`src/rtl/fetch_ctrl_pkg.sv`:
```
// Shared types for the fetch redirect controller.
//   fe_state_e  : front-end sequencer state (run / flush window)
//   bru_res_t   : one lane of branch-resolution results
//   upd_entry_t : one predictor-update queue entry
package fetch_ctrl_pkg;

   localparam int unsigned FE_XLEN = 32;

   typedef enum logic {
      FE_RUN   = 1'b0,
      FE_FLUSH = 1'b1
   } fe_state_e;

   typedef struct packed {
      logic               valid;
      logic               miss;
      logic               taken;
      logic [FE_XLEN-1:0] pc;
      logic [FE_XLEN-1:0] target;
      logic [FE_XLEN-1:0] npc;
   } bru_res_t;

   typedef struct packed {
      logic               taken;
      logic [FE_XLEN-1:0] pc;
      logic [FE_XLEN-1:0] target;
   } upd_entry_t;

   function automatic upd_entry_t bru_to_upd(input bru_res_t r);
      upd_entry_t e;
      e.taken  = r.taken;
      e.pc     = r.pc;
      e.target = r.target;
      return e;
   endfunction

endpackage

```
`src/rtl/upd_fifo.sv`:
```
// Two-write / one-read synchronous FIFO of predictor-update entries.
//   i_clk, i_rst          : clock, synchronous active-high reset
//   i_wr0_en/i_wr0_data   : older write (lands first)
//   i_wr1_en/i_wr1_data   : younger write
//   o_ready               : at least two free entries (from registered count)
//   o_valid/o_head        : queue non-empty / head entry; head pops every valid cycle
module upd_fifo
   import fetch_ctrl_pkg::*;
#(
   parameter int unsigned UPD_QDEPTH = 4
)
(
   input  logic       i_clk,
   input  logic       i_rst,
   input  logic       i_wr0_en,
   input  upd_entry_t i_wr0_data,
   input  logic       i_wr1_en,
   input  upd_entry_t i_wr1_data,
   output logic       o_ready,
   output logic       o_valid,
   output upd_entry_t o_head
);

   localparam int unsigned AW        = $clog2(UPD_QDEPTH);
   localparam logic [AW:0] ONE       = (AW+1)'(1);
   localparam logic [AW:0] TWO       = (AW+1)'(2);
   localparam logic [AW:0] READY_MAX = (AW+1)'(UPD_QDEPTH - 2);
   localparam logic [AW:0] DEPTH_C   = (AW+1)'(UPD_QDEPTH);

   upd_entry_t  mem_q [UPD_QDEPTH];
   logic [AW:0] wptr_q, wptr_d, rptr_q, rptr_d, cnt_q, cnt_d;
   logic [AW:0] wptr_b;
   logic        push_a, push_b, pop;
   upd_entry_t  data_a;

   // Writes are compacted: a lone lane-1 write still lands in the first free slot.
   assign push_a = i_wr0_en | i_wr1_en;
   assign push_b = i_wr0_en & i_wr1_en;
   assign data_a = i_wr0_en ? i_wr0_data : i_wr1_data;
   assign wptr_b = wptr_q + ONE;
   assign pop    = (cnt_q != '0);

   assign o_ready = (cnt_q <= READY_MAX);
   assign o_valid = pop;
   assign o_head  = mem_q[rptr_q[AW-1:0]];

   always_comb begin
      wptr_d = wptr_q;
      if (push_b)      wptr_d = wptr_q + TWO;
      else if (push_a) wptr_d = wptr_q + ONE;
      rptr_d = pop ? (rptr_q + ONE) : rptr_q;
      cnt_d  = cnt_q + {{AW{1'b0}}, push_a} + {{AW{1'b0}}, push_b} - {{AW{1'b0}}, pop};
   end

   always_ff @(posedge i_clk) begin
      if (i_rst) begin
         wptr_q <= '0;
         rptr_q <= '0;
         cnt_q  <= '0;
      end else begin
         wptr_q <= wptr_d;
         rptr_q <= rptr_d;
         cnt_q  <= cnt_d;
      end
   end

   // Storage carries no reset; pointers alone define which slots are live.
   always_ff @(posedge i_clk) begin
      if (push_a) mem_q[wptr_q[AW-1:0]] <= data_a;
      if (push_b) mem_q[wptr_b[AW-1:0]] <= i_wr1_data;
   end

   always_ff @(posedge i_clk) begin
      if (!i_rst) begin
         a_cnt_bound: assert (cnt_q <= DEPTH_C)
            else $error("update queue count exceeds depth");
      end
   end

endmodule

```
`src/rtl/fetch_redirect_ctrl.sv`:
```
// Front-end sequencer for the 2-issue fetch path.
//   i_clk, i_rst            : clock, synchronous active-high reset
//   i_dec_stall             : decode backpressure, holds PC
//   i_trap_*                : trap redirect request and vector
//   i_bru{0,1}_*            : per-lane branch resolution (lane 0 older)
//   o_bru_ready             : update queue can accept two entries
//   o_pc_en                 : PC register enable
//   o_redirect_valid/target : load target into PC this cycle
//   o_flush                 : squash fetch/decode
//   o_upd_*                 : predictor update strobe and head-of-queue payload
module fetch_redirect_ctrl
   import fetch_ctrl_pkg::*;
#(
   parameter int unsigned XLEN         = 32,
   parameter int unsigned FLUSH_CYCLES = 2,
   parameter int unsigned UPD_QDEPTH   = 4
)
(
   input  logic            i_clk,
   input  logic            i_rst,
   input  logic            i_dec_stall,
   input  logic            i_trap_valid,
   input  logic [XLEN-1:0] i_trap_target,
   input  logic            i_bru0_valid,
   input  logic            i_bru0_miss,
   input  logic            i_bru0_taken,
   input  logic [XLEN-1:0] i_bru0_pc,
   input  logic [XLEN-1:0] i_bru0_target,
   input  logic [XLEN-1:0] i_bru0_npc,
   input  logic            i_bru1_valid,
   input  logic            i_bru1_miss,
   input  logic            i_bru1_taken,
   input  logic [XLEN-1:0] i_bru1_pc,
   input  logic [XLEN-1:0] i_bru1_target,
   input  logic [XLEN-1:0] i_bru1_npc,
   output logic            o_bru_ready,
   output logic            o_pc_en,
   output logic            o_redirect_valid,
   output logic [XLEN-1:0] o_redirect_target,
   output logic            o_flush,
   output logic            o_upd_en,
   output logic            o_upd_taken,
   output logic [XLEN-1:0] o_upd_pc,
   output logic [XLEN-1:0] o_upd_target
);

   localparam int unsigned CNT_W = $clog2(FLUSH_CYCLES + 1);

   bru_res_t        bru0, bru1;
   fe_state_e       state_q;
   logic [CNT_W-1:0] cnt_q;
   logic            lane0_miss, lane1_miss, redirect;
   logic [XLEN-1:0] redir_tgt;
   logic            q_ready, q_valid, wr0, wr1;
   upd_entry_t      q_head;

   assign bru0 = '{valid: i_bru0_valid, miss: i_bru0_miss, taken: i_bru0_taken,
                   pc: i_bru0_pc, target: i_bru0_target, npc: i_bru0_npc};
   assign bru1 = '{valid: i_bru1_valid, miss: i_bru1_miss, taken: i_bru1_taken,
                   pc: i_bru1_pc, target: i_bru1_target, npc: i_bru1_npc};

   // A lane-0 mispredict makes the lane-1 result wrong-path: no redirect, no update.
   assign lane0_miss = bru0.valid & bru0.miss;
   assign lane1_miss = bru1.valid & bru1.miss & ~lane0_miss;
   assign redirect   = i_trap_valid | lane0_miss | lane1_miss;

   always_comb begin
      redir_tgt = '0;
      if (i_trap_valid)    redir_tgt = i_trap_target;
      else if (lane0_miss) redir_tgt = bru0.npc;
      else if (lane1_miss) redir_tgt = bru1.npc;
   end

   // Redirect acts in the same cycle; reset forces every output low.
   assign o_redirect_valid  = ~i_rst & redirect;
   assign o_redirect_target = i_rst ? '0 : redir_tgt;
   assign o_flush           = ~i_rst & (redirect | (state_q == FE_FLUSH));
   assign o_pc_en           = ~i_rst & (redirect | ((state_q == FE_RUN) & ~i_dec_stall));

   always_ff @(posedge i_clk) begin
      if (i_rst) begin
         state_q <= FE_RUN;
         cnt_q   <= '0;
      end else if (redirect) begin
         state_q <= FE_FLUSH;
         cnt_q   <= CNT_W'(FLUSH_CYCLES);
      end else if (state_q == FE_FLUSH) begin
         if (cnt_q == CNT_W'(1)) begin
            state_q <= FE_RUN;
            cnt_q   <= '0;
         end else begin
            cnt_q <= cnt_q - CNT_W'(1);
         end
      end
   end

   // Trap does not suppress enqueues; results offered without ready are dropped.
   assign o_bru_ready = ~i_rst & q_ready;
   assign wr0 = o_bru_ready & bru0.valid;
   assign wr1 = o_bru_ready & bru1.valid & ~lane0_miss;

   upd_fifo #(.UPD_QDEPTH(UPD_QDEPTH)) u_upd_fifo (
      .i_clk      (i_clk),
      .i_rst      (i_rst),
      .i_wr0_en   (wr0),
      .i_wr0_data (bru_to_upd(bru0)),
      .i_wr1_en   (wr1),
      .i_wr1_data (bru_to_upd(bru1)),
      .o_ready    (q_ready),
      .o_valid    (q_valid),
      .o_head     (q_head)
   );

   assign o_upd_en     = ~i_rst & q_valid;
   assign o_upd_taken  = o_upd_en & q_head.taken;
   assign o_upd_pc     = o_upd_en ? q_head.pc : '0;
   assign o_upd_target = o_upd_en ? q_head.target : '0;

   always_ff @(posedge i_clk) begin
      if (!i_rst) begin
         a_bru_proto: assert (!((i_bru0_valid || i_bru1_valid) && !o_bru_ready))
            else $error("branch result offered while o_bru_ready low; dropped");
      end
   end

endmodule
```
`config.mk`:
```
export PLATFORM = sky130hd
export DESIGN_NAME = fetch_redirect_ctrl
export DESIGN_NICKNAME = d
export VERILOG_FILES = /design/src/rtl/fetch_ctrl_pkg.sv /design/src/rtl/upd_fifo.sv /design/src/rtl/fetch_redirect_ctrl.sv
export SDC_FILE = /design/constraint.sdc
export NUM_CORES = 1
export LEC_CHECK = 0
export CORE_ASPECT_RATIO = 1.2
export CORE_MARGIN = 2
export CORE_UTILIZATION = 55
export DETAILED_ROUTE_END_ITERATION = 6
export PLACE_DENSITY = 0.9
export SLEW_MARGIN = 10
export SYNTH_ARGS = -nofsm -noshare
export SYNTH_HDL_FRONTEND = slang
export SYNTH_SLANG_ARGS = --single-unit
```
`constraint.sdc`:
```
create_clock -name i_clk -period 20.4 [get_ports i_clk]
set_clock_uncertainty 0.05 [all_clocks]
set_input_delay 4.08 -clock i_clk [delete_from_list [all_inputs] [get_ports i_clk]]
set_output_delay 4.08 -clock i_clk [all_outputs]
set_load 0.005 [all_outputs]
```
==> impl_metrics.tcl <==
set metrics [dict create \
    crit_arrival_ns 6.80 \
    synth_top_area_frac 0.533 \
    cts_tree "yes" \
    clock-root-buffer "clkbuf_16" \
    top_usage_layer "met2" \
    gr-total-overflow 0 \
    ys_ff_latch 272 \
    setup.worst_path.class "input pin to primary output" \
    layout_min_cycle_time_ns 10.93 \
    cp.required_ns 16.27 \
    reg2reg_to "u_upd_fifo.mem_q[0][49]$_DFFE_PP_" \
    power_frac_clock 0.259 \
    async_flop_share 0 \
    hp-class "flip-flop to flip-flop" \
    r2r_start "u_upd_fifo.cnt_q[1]$_SDFF_PP0_" \
    die_w_um 153 \
    rsz0062_at_grt "false" \
    whs_ns 0.498 \
    p_int_mw 1.35 \
    startpoint "i_bru0_valid" \
    synth_top_flop_cell "edfxtp_1" \
    combPwrFrac 0.337 \
    first_global_vias 10700 \
    port_buffers 335 \
    dr.pass1.iters 5 \
    post-cts-setup-buffer-count 0 \
    synth_common_cells "261 x mux2_2, 260 x edfxtp_1, 67 x and2_1" \
    hold_viol_final 0 \
    synth-edff-count 260 \
    p_leak_nw 6.46 \
    die_y_um 183 \
    syn-cell-area_um2 14700 \
    ant_nets 0 \
    crit_path_end_kind "primary output" \
    h-tree-depth 1 \
    critPathCapture "o_redirect_target[30]" \
    power.density_nw_per_um2 98.7 \
    cts_resized 0 \
    yosysTopAreaCell "edfxtp_1" \
    drt_iter0_drc 490 \
    yosysMostFrequentCell "mux2_2" \
    outcome "complete, no violations" \
    cts.path.max_buffers 3 \
    worst_path_max_delay_cell "nand2_1" \
    fillers 1679 \
    clock_sinks 272 \
    timing.final.max_slew_violations 0 \
    synth.mux.area_fraction 0.302 \
    setup-tns-final_ns 0 \
    synth.area.top_cells "edfxtp_1 53%, mux2_2 20%, mux4_2 10%" \
    setup.worst_path.start_class "input pin" \
    ys_warn_count 0 \
    met3_usage 0.0402 \
    rows 65 \
    wl_um 39400 \
    r2r_cells 10 \
    synth_top_family_by_area "multiplexers" \
    worstMarginPinSlew_ns 1.18 \
    vias_per_cell 6.12 \
    start_util 0.558 \
    met1_usage 0.334 \
    grt_max_degree 67 \
    gp_congestion 0.898 \
    num_vias 9852 \
    grt_usage 0.275 \
    gr-usage-met2 0.493 \
    finalCritPeriodShare 0.536 \
    core_area_um2 26300 \
    crit_path_max_fanout 37 \
    crit_chain "clkdlybuf4s50_1 -> buf_4 -> nand2_1 -> nand3_1 -> a221oi_1 -> clkdlybuf4s50_1" \
    wl_per_cell_um 24.5 \
    cts_buffers 27 \
    ios 336 \
    worstSkewPairLatency_ns 0.52 \
    swShare 0.280 \
    synth_nets 1196 \
    syn_inst 946 \
    cts.clk_slew.worst_paths_ns 0.06 \
    maxCapViolations 0 \
    ir_drop_mv 0.0529 \
    power_switching_mw 0.525 \
    synthSimpleGateAreaFrac 0.0492 \
    hpwl_um 24400 \
    syn_avg_cell_area_um2 15.5 \
    grt_pass1_wl_um 59600 \
    drc 0 \
    synth-xor-area-share 0.00179 \
    synth-seq-area-share 0.549 \
    final_nets 1501 \
    areaGrowthSynthToFinish_pct 29.6 \
    synth_cell_type_count 34 \
    holdBufCountCts 0 \
    critPathMaxStageDelay_ns 0.90 \
    crit_path_frequent_cell "clkdlybuf4s50_1" \
    p_seq_frac 0.405 \
    max_freq_mhz 91.5 \
    setup_viol 0 \
    floorplan.die_area_um2 28000 \
    layout-drive-gt1-share 0.311 \
    synth_compound_area_frac 0.0399 \
    maxSlewHeadroom 0.209 \
    antenna_found_initial 4 \
    rrSetupSlack_ns 16.79 \
    synthAdderAreaFrac 0.0147 \
]
-- cell type report --
cell class / instances / area (um^2) / share of cell area
Sequential cell: 272 / 8060 / 0.424
Multi-Input combinational cell: 553 / 6020 / 0.317
Timing Repair Buffer: 352 / 3470 / 0.183
Clock buffer: 29 / 683 / 0.0360
Tap cell: 335 / 419 / 0.0221
Clock inverter: 19 / 171 / 0.00902
Inverter: 45 / 169 / 0.00889
Antenna cell: 4 / 10.0 / 0.000527
-- per-stage QoR --
step | power (mW) | worst slack (ns) | area (um^2) | util | instances
final | 1.88 | 9.47 | 19000 | 0.723 | 1609
after global routing | 1.95 | 9.27 | 19000 | 0.723 | 1608
after CTS | 1.89 | 9.47 | 19000 | 0.723 | 1605
after detailed placement | 1.40 | 9.47 | 18100 | 0.690 | 1557
after global placement | 1.39 | 9.56 | 18100 | 0.690 | 1557
after floorplan | 1.16 | 10.11 | 14700 | - | 946
-- power groups by stage --
stage / Combinational, mW / Clock (mW) / Sequential, mW
2_1_floorplan: 0.422 / 0 / 0.734
3_3_place_gp: 0.619 / 0 / 0.768
3_5_place_dp: 0.630 / 0 / 0.772
4_1_cts: 0.636 / 0.491 / 0.761
5_1_grt: 0.672 / 0.512 / 0.767
6_report: 0.631 / 0.485 / 0.759
-- how the worst min path moves through the flow --
stage,start,end,slack (ns),cells after the start
2_1_floorplan,u_upd_fifo.rptr_q[1]$_SDFFE_PP0N_,flip-flop,0.43,2
3_3_place_gp,u_upd_fifo.rptr_q[1]$_SDFFE_PP0N_,flip-flop,0.46,2
3_5_place_dp,u_upd_fifo.rptr_q[1]$_SDFFE_PP0N_,flip-flop,0.46,2
4_1_cts,u_upd_fifo.rptr_q[1]$_SDFFE_PP0N_,flip-flop,0.50,2
5_1_grt,u_upd_fifo.rptr_q[1]$_SDFFE_PP0N_,u_upd_fifo.rptr_q[1]$_SDFFE_PP0N_,0.51,2
6_report,u_upd_fifo.rptr_q[1]$_SDFFE_PP0N_,flip-flop,0.50,2
-- worst max-delay path, delay by kind of cell --
| kind | cells | cell delay, ns |
|---|---|---|
| AOI/OAI and AO/OA | 1 | 0.41 |
| and+or+nand+nor | 2 | 1.06 |
| buffers and inverters | 3 | 1.23 |
-- routing by layer --
layer / wire length [um] / vias to the layer above
li1: - / 4328
met2: 20500 / 511
met1: 14500 / 4915
met3: 2820 / 98
met5: 0 / -
met4: 1570 / 0
-- registers in the layout (all words and copies together), names as in the netlist, named ones only --
name and flops:
u_upd_fifo.mem_q 260, cnt_q 2, state_q 1, u_upd_fifo.rptr_q 2, u_upd_fifo.wptr_q 2, u_upd_fifo.cnt_q 3
-- cell families after synthesis --
| kind of cell | count (synthesis) |
|---|---|
| AND/OR/NAND/NOR | 126 |
| buffers and inverters | 121 |
| AO/OA/AOI/OAI | 80 |
| multiplexers | 328 |
| XOR/XNOR | 3 |
| adder cells (fa/ha/maj) | 16 |
| flip-flops | 272 |
-- cell usage in the layout, fill, tap and decap left out, types with 4 or more instances in the layout --
cell             netlist  layout
edfxtp_1             260     260
a31oi_1               32      32
and2_1                67      67
nor2_1                10       9
clkdlybuf4s50_1        0     333
clkinv_2               0       7
ha_1                  14      14
dfxtp_1               12      10
o211ai_1               4       4
inv_1                 45      45
mux2_2               261     261
clkinv_1               0       6
o21ai_4                0       4
a221oi_1              33      33
buf_4                  5      17
nand3_1               33      33
clkbuf_16              0      27
nand2_1                6       6
diode_2                0       4
a21oi_1                4       4
mux4_2                65      65
Power figures use the tool's default switching activity.
